**src/rtl/mem_arbiter.sv**
```systemverilog
// mem_arbiter: shares the single memory port between the icache and the dcache.
// Grants at most one command per cycle (dcache first, icache once it has been
// denied STARVE_LIMIT times in a row), routes the memory accept tag back to the
// granted side, and tracks tag ownership so completions return to their owner.
// Ports:
//   clock, reset                 clock and synchronous active-high reset
//   Icache2ctlr_*                icache request (LOAD only)
//   Ctlr2icache_*                icache accept tag / completion tag / data
//   dcache2ctlr_*                dcache request (LOAD or STORE)
//   Ctlr2proc_*                  dcache accept tag / completion tag / data
//   proc2mem_*, mem2proc_*       memory side
//   outstanding_cnt              registered count of owned tags in flight
//   orphan_tag                   registered pulse, one cycle after an unowned
//                                response/completion or an ownership overwrite
module mem_arbiter #(
  parameter int unsigned XLEN         = 32,
  parameter int unsigned NUM_TAGS     = 16,
  parameter int unsigned STARVE_LIMIT = 4
) (
  input  logic            clock,
  input  logic            reset,
  input  logic [1:0]      Icache2ctlr_command,
  input  logic [XLEN-1:0] Icache2ctlr_addr,
  output logic [3:0]      Ctlr2icache_response,
  output logic [3:0]      Ctlr2icache_tag,
  output logic [63:0]     Ctlr2icache_data,
  input  logic [1:0]      dcache2ctlr_command,
  input  logic [XLEN-1:0] dcache2ctlr_addr,
  input  logic [63:0]     dcache2ctlr_data,
  output logic [3:0]      Ctlr2proc_response,
  output logic [3:0]      Ctlr2proc_tag,
  output logic [63:0]     Ctlr2proc_data,
  output logic [1:0]      proc2mem_command,
  output logic [XLEN-1:0] proc2mem_addr,
  output logic [63:0]     proc2mem_data,
  input  logic [3:0]      mem2proc_response,
  input  logic [63:0]     mem2proc_data,
  input  logic [3:0]      mem2proc_tag,
  output logic [4:0]      outstanding_cnt,
  output logic            orphan_tag
);

  localparam int unsigned CNT_W = 5;
  localparam int unsigned SC_W  = $clog2(STARVE_LIMIT + 1);
  localparam logic [1:0] BUS_NONE  = 2'd0;
  localparam logic [1:0] BUS_STORE = 2'd2;

  // Owner table: valid bit per tag, owner bit 1 = icache, 0 = dcache.
  logic [NUM_TAGS-1:0] valid_q, valid_d;
  logic [NUM_TAGS-1:0] owner_q, owner_d;
  logic [SC_W-1:0]     starve_cnt_q, starve_cnt_d;
  logic [CNT_W-1:0]    outstanding_cnt_q, outstanding_cnt_d;
  logic                orphan_q, orphan_d;

  logic ic_req, dc_req, grant_ic, grant_dc, resp_nz, ic_accepted;

  // Grant selection and memory-side request mux.
  always_comb begin
    ic_req   = (Icache2ctlr_command != BUS_NONE);
    dc_req   = (dcache2ctlr_command != BUS_NONE);
    grant_ic = ic_req && (!dc_req || (starve_cnt_q == SC_W'(STARVE_LIMIT)));
    grant_dc = dc_req && !grant_ic;
    resp_nz  = (mem2proc_response != 4'd0);

    proc2mem_command     = BUS_NONE;
    proc2mem_addr        = '0;
    proc2mem_data        = '0;
    Ctlr2icache_response = 4'd0;
    Ctlr2proc_response   = 4'd0;
    if (grant_ic) begin
      proc2mem_command     = Icache2ctlr_command;
      proc2mem_addr        = Icache2ctlr_addr;
      Ctlr2icache_response = mem2proc_response;
    end else if (grant_dc) begin
      proc2mem_command   = dcache2ctlr_command;
      proc2mem_addr      = dcache2ctlr_addr;
      proc2mem_data      = (dcache2ctlr_command == BUS_STORE) ? dcache2ctlr_data : '0;
      Ctlr2proc_response = mem2proc_response;
    end
    ic_accepted = grant_ic && resp_nz;
  end

  // Completion routing, then allocation, on the owner table.
  always_comb begin
    valid_d         = valid_q;
    owner_d         = owner_q;
    orphan_d        = 1'b0;
    Ctlr2icache_tag = 4'd0;
    Ctlr2proc_tag   = 4'd0;

    if (mem2proc_tag != 4'd0) begin
      if (valid_q[mem2proc_tag]) begin
        if (owner_q[mem2proc_tag]) Ctlr2icache_tag = mem2proc_tag;
        else                       Ctlr2proc_tag   = mem2proc_tag;
        valid_d[mem2proc_tag] = 1'b0;
      end else begin
        orphan_d = 1'b1;
      end
    end

    // Allocation sees the post-completion table, so complete-then-reallocate
    // of the same tag is not an overwrite.
    if (resp_nz) begin
      if (grant_ic || grant_dc) begin
        if (valid_d[mem2proc_response]) orphan_d = 1'b1;
        valid_d[mem2proc_response] = 1'b1;
        owner_d[mem2proc_response] = grant_ic;
      end else begin
        orphan_d = 1'b1;
      end
    end

    outstanding_cnt_d = '0;
    for (int unsigned i = 0; i < NUM_TAGS; i++) begin
      outstanding_cnt_d = outstanding_cnt_d + CNT_W'(valid_d[i]);
    end
  end

  // Consecutive icache denial counter, saturating at the limit.
  always_comb begin
    starve_cnt_d = '0;
    if (ic_req && !ic_accepted) begin
      starve_cnt_d = (starve_cnt_q == SC_W'(STARVE_LIMIT)) ? starve_cnt_q
                                                            : starve_cnt_q + SC_W'(1);
    end
  end

  always_ff @(posedge clock) begin
    if (reset) begin
      valid_q           <= '0;
      owner_q           <= '0;
      starve_cnt_q      <= '0;
      outstanding_cnt_q <= '0;
      orphan_q          <= 1'b0;
    end else begin
      valid_q           <= valid_d;
      owner_q           <= owner_d;
      starve_cnt_q      <= starve_cnt_d;
      outstanding_cnt_q <= outstanding_cnt_d;
      orphan_q          <= orphan_d;
    end
  end

  assign Ctlr2icache_data = mem2proc_data;
  assign Ctlr2proc_data   = mem2proc_data;
  assign outstanding_cnt  = outstanding_cnt_q;
  assign orphan_tag       = orphan_q;

endmodule

```
**config.mk**
```make
export PLATFORM = sky130hd
export DESIGN_NAME = mem_arbiter
export DESIGN_NICKNAME = d
export VERILOG_FILES = /design/src/rtl/mem_arbiter.sv
export SDC_FILE = /design/constraint.sdc
export NUM_CORES = 1
export LEC_CHECK = 0
export ABC_AREA = 1
export CAP_MARGIN = 5
export CELL_PAD_IN_SITES_DETAIL_PLACEMENT = 2
export CELL_PAD_IN_SITES_GLOBAL_PLACEMENT = 2
export CORE_UTILIZATION = 11
export CTS_CLUSTER_SIZE = 14
export DETAILED_ROUTE_END_ITERATION = 12
export GPL_ROUTABILITY_DRIVEN = 0
export GPL_TIMING_DRIVEN = 0
export PLACE_DENSITY_LB_ADDON = 0.1
export SKIP_CTS_REPAIR_TIMING = 1
export SLEW_MARGIN = 5
export SYNTH_ARGS = -nofsm -noshare
export SYNTH_HDL_FRONTEND = slang
export SYNTH_SLANG_ARGS = --single-unit
```
**constraint.sdc**
```tcl
create_clock -name clock -period 4.11 [get_ports clock]
set_input_delay 0.411 -clock clock [delete_from_list [all_inputs] [get_ports clock]]
set_output_delay 0.411 -clock clock [all_outputs]
set_load 0.1 [all_outputs]
```
==> impl_metrics.toml <==
[timing]
fmax_mhz = 250.4
post-route-period-util_pct = 97.16
period_needed_ps = 3993
hold_violations = 0
skew_ps = 5.587
slew-limit-headroom_pct = 27.75
hold_slack_ps = 457.0
setup_viol = 0
worst_pin_slew_ps = 1080
maxSlewViolCount = 0

[setup_path]
r2r_setup_slack_ps = 400
crit_type = "in -> reg"
cp_data_arrival_time_ps = 4150
worstRegToRegCells = 13
r2r-end = "outstanding_cnt[1]"
r2r-start = "valid_q[1]"
start_kind = "input pin"
slowest_stage = "fa_1"
critPathRequiredTime_ps = 4270
cp_common_cell = "inv_2"
critPathMaxFanout = 4
slowest_delay_ps = 560
cp-end-kind = "flip-flop"
startpoint = "dcache2ctlr_command[1]"
path_cells = "buf_8 > nor2_4 > inv_2 > nor2_4 > buf_6 > nor2_4 > nand2_2 > nand2_2 > fa_2 > fa_1 > inv_2 > fa_1 > inv_2 > fa_1 > ha_2 > inv_2 > fa_2 > nor2_1"
crit_end = "outstanding_cnt[1]"

[route]
totalWireLength_mm = 28.63
post_drt_wl_per_cell_um = 16.76
drtPass1Iterations = 4
drtIter0Drc = 138
post-route-drc-count = 0
postRouteAntennaNets = 0
vias_per_cell = 3.554
vias = 6070

[clock_network]
cts.clk_slew.worst_paths_ps = 60
clk_path_buf_depth = 2
cts_tree = "yes"
clock_sinks = 41
clk-insertion-delay-late_ps = 290
root_buffer = "clkbuf_16"
htree_levels = 2
numCtsBuffers = 5

[layout]
diodes = 0
mostFrequentLayoutCell = "clkdlybuf4s50_1"
final_area_sq_um = 9520
final_cell_mix = "376 x clkdlybuf4s50_1, 158 x nand2_1, 150 x buf_4"
instances_no_fill = 1708
n_fill_cell = 4737
syn2layout_area_growth_pct = 112.7
drive_above_1_share_pct = 20.12
final_nets = 1405

[logic_synthesis]
syn_area_per_cell_sq_um = 5.858
yosysWarnings = 0
synthCells = 764
synthesis.area_sq_um = 4476
synth_nets = 987
yosysSeqAreaShare_pct = 18.34
synth_cell_type_count = 26
ys_ff_latch = 41

[global_route]
antenna_found_initial = 1
grt_max_degree = 13
top_usage_layer = "met2"
grt_pass1_wl_mm = 40.50
grt_util_met2_pct = 25.90
grt_use_total_pct = 13.12
grtUsageMet3_pct = 2.413
grt-ovfl-total = 0
grt_use_met1_pct = 14.40
grt_pass1_vias = 6219

[place]
hpwl_mm = 24.89
io_buffers = 386
dpl.cell_count = 1675
placed_area_sq_um = 8996

[pwr]
irDropWorstVdd_v = 0.0001305
power_leakage_nw = 4.335
p_per_area_nw_per_um2 = 284.2
power_mw = 2.706

[min_path]
whs_path_depth = 2
hold_path_class = "reg -> reg"

[die]
die_area_sq_um = 41500
die_w_um = 203.7
die_h_um = 203.7
io_pins = 454
fp.coreArea_sq_um = 39910
rows = 73
start_util_pct = 11.21

[outcome]
status = "completed"

[job]
maxCapViolCount = 0
[worst max-delay path: cells and delay by family]
kind          cells  cell delay (ps)
fa+ha+maj         6             2790
simple gates      6              520
buf+inv           6              420
[flip-flops by register name, summed over array words and instances, names as in the netlist]
register,flops
valid_q,16
starve_cnt_q,3
outstanding_cnt,5
orphan_tag,1
owner_q,16
[metrics by stage]
stage               util (%)  TNS [ps]  setup WS, ps
floorplan                  -         0         33.83
global placement       22.54     -6685         -1472
detailed placement     22.54     -6986         -1542
CTS                    22.89     -5492         -1250
global route           23.85    -71.11        -36.81
finish                 23.85         0         116.5
[where the power goes]
| group | internal (mW) | switching, mW |
|---|---|---|
| Combinational | 0.525 | 1.35 |
| Sequential | 0.419 | 0.00917 |
| Clock | 0.224 | 0.176 |
| Total | 1.17 | 1.54 |
[cells by family (layout without fill, tap and decap cells)]
group	after synthesis	count (layout)	synth area share [%]
flops	41	41	18.34
xor+xnor	2	2	0.3915
compound gates	70	70	8.247
fa+ha+maj	17	17	6.430
simple gates	353	353	31.73
buf+inv	281	700	34.86
[area by class of cell]
| cell class | count | area, sq um | share of cell area (%) |
|---|---|---|---|
| Buffer | 153 | 1091 | 11.46 |
| Clock buffer | 6 | 128.9 | 1.354 |
| Clock inverter | 2 | 10.01 | 0.1051 |
| Inverter | 128 | 484.2 | 5.086 |
| Multi-Input combinational cell | 442 | 2276 | 23.91 |
| Sequential cell | 41 | 820.8 | 8.621 |
| Tap cell | 525 | 656.9 | 6.900 |
| Timing Repair Buffer | 411 | 4053 | 42.57 |
[metal layers]
| layer | vias to the layer above | share of wire, % |
|---|---|---|
| met5 | - | 0.049 |
| li1 | 3004 | - |
| met1 | 2842 | 38 |
| met4 | 2 | 1.1 |
| met3 | 18 | 5.4 |
| met2 | 204 | 56 |
[cell usage after synthesis]
master    count  area share [%]
buf_2        11             1.2
o21ai_0      22             2.5
nor2_1      126              11
clkbuf_1      8            0.67
a22oi_1       3            0.50
buf_4       131              22
o221ai_1      1            0.20
nor2_2        2            0.28
nand4_1       2            0.28
nor2_4        1            0.25
a21oi_1      40             4.5
fa_1         10             4.5
inv_2         2            0.17
nand2_1     171              14
a21o_1        1            0.17
o22ai_1       2            0.28
ha_1          7             2.0
nand3_1      49             5.5
nand3_4       1            0.39
inv_1       126              11
xnor2_1       1            0.20
a21boi_0      1            0.17
dfxtp_1      41              18
xor2_1        1            0.20
buf_1         3            0.25
nand2_2       1            0.14
[worst min-delay path by stage]
stage / startpoint / end / slack, ps
after global routing: owner_q[0] / owner_q[0] / 480
after floorplan: owner_q[0] / owner_q[0] / 400
after detailed placement: owner_q[14] / owner_q[14] / 460
after global placement: owner_q[7] / owner_q[7] / 440
after CTS: valid_q[0] / valid_q[0] / 470
final: valid_q[0] / valid_q[0] / 460
(Power assumes the default switching activity.)
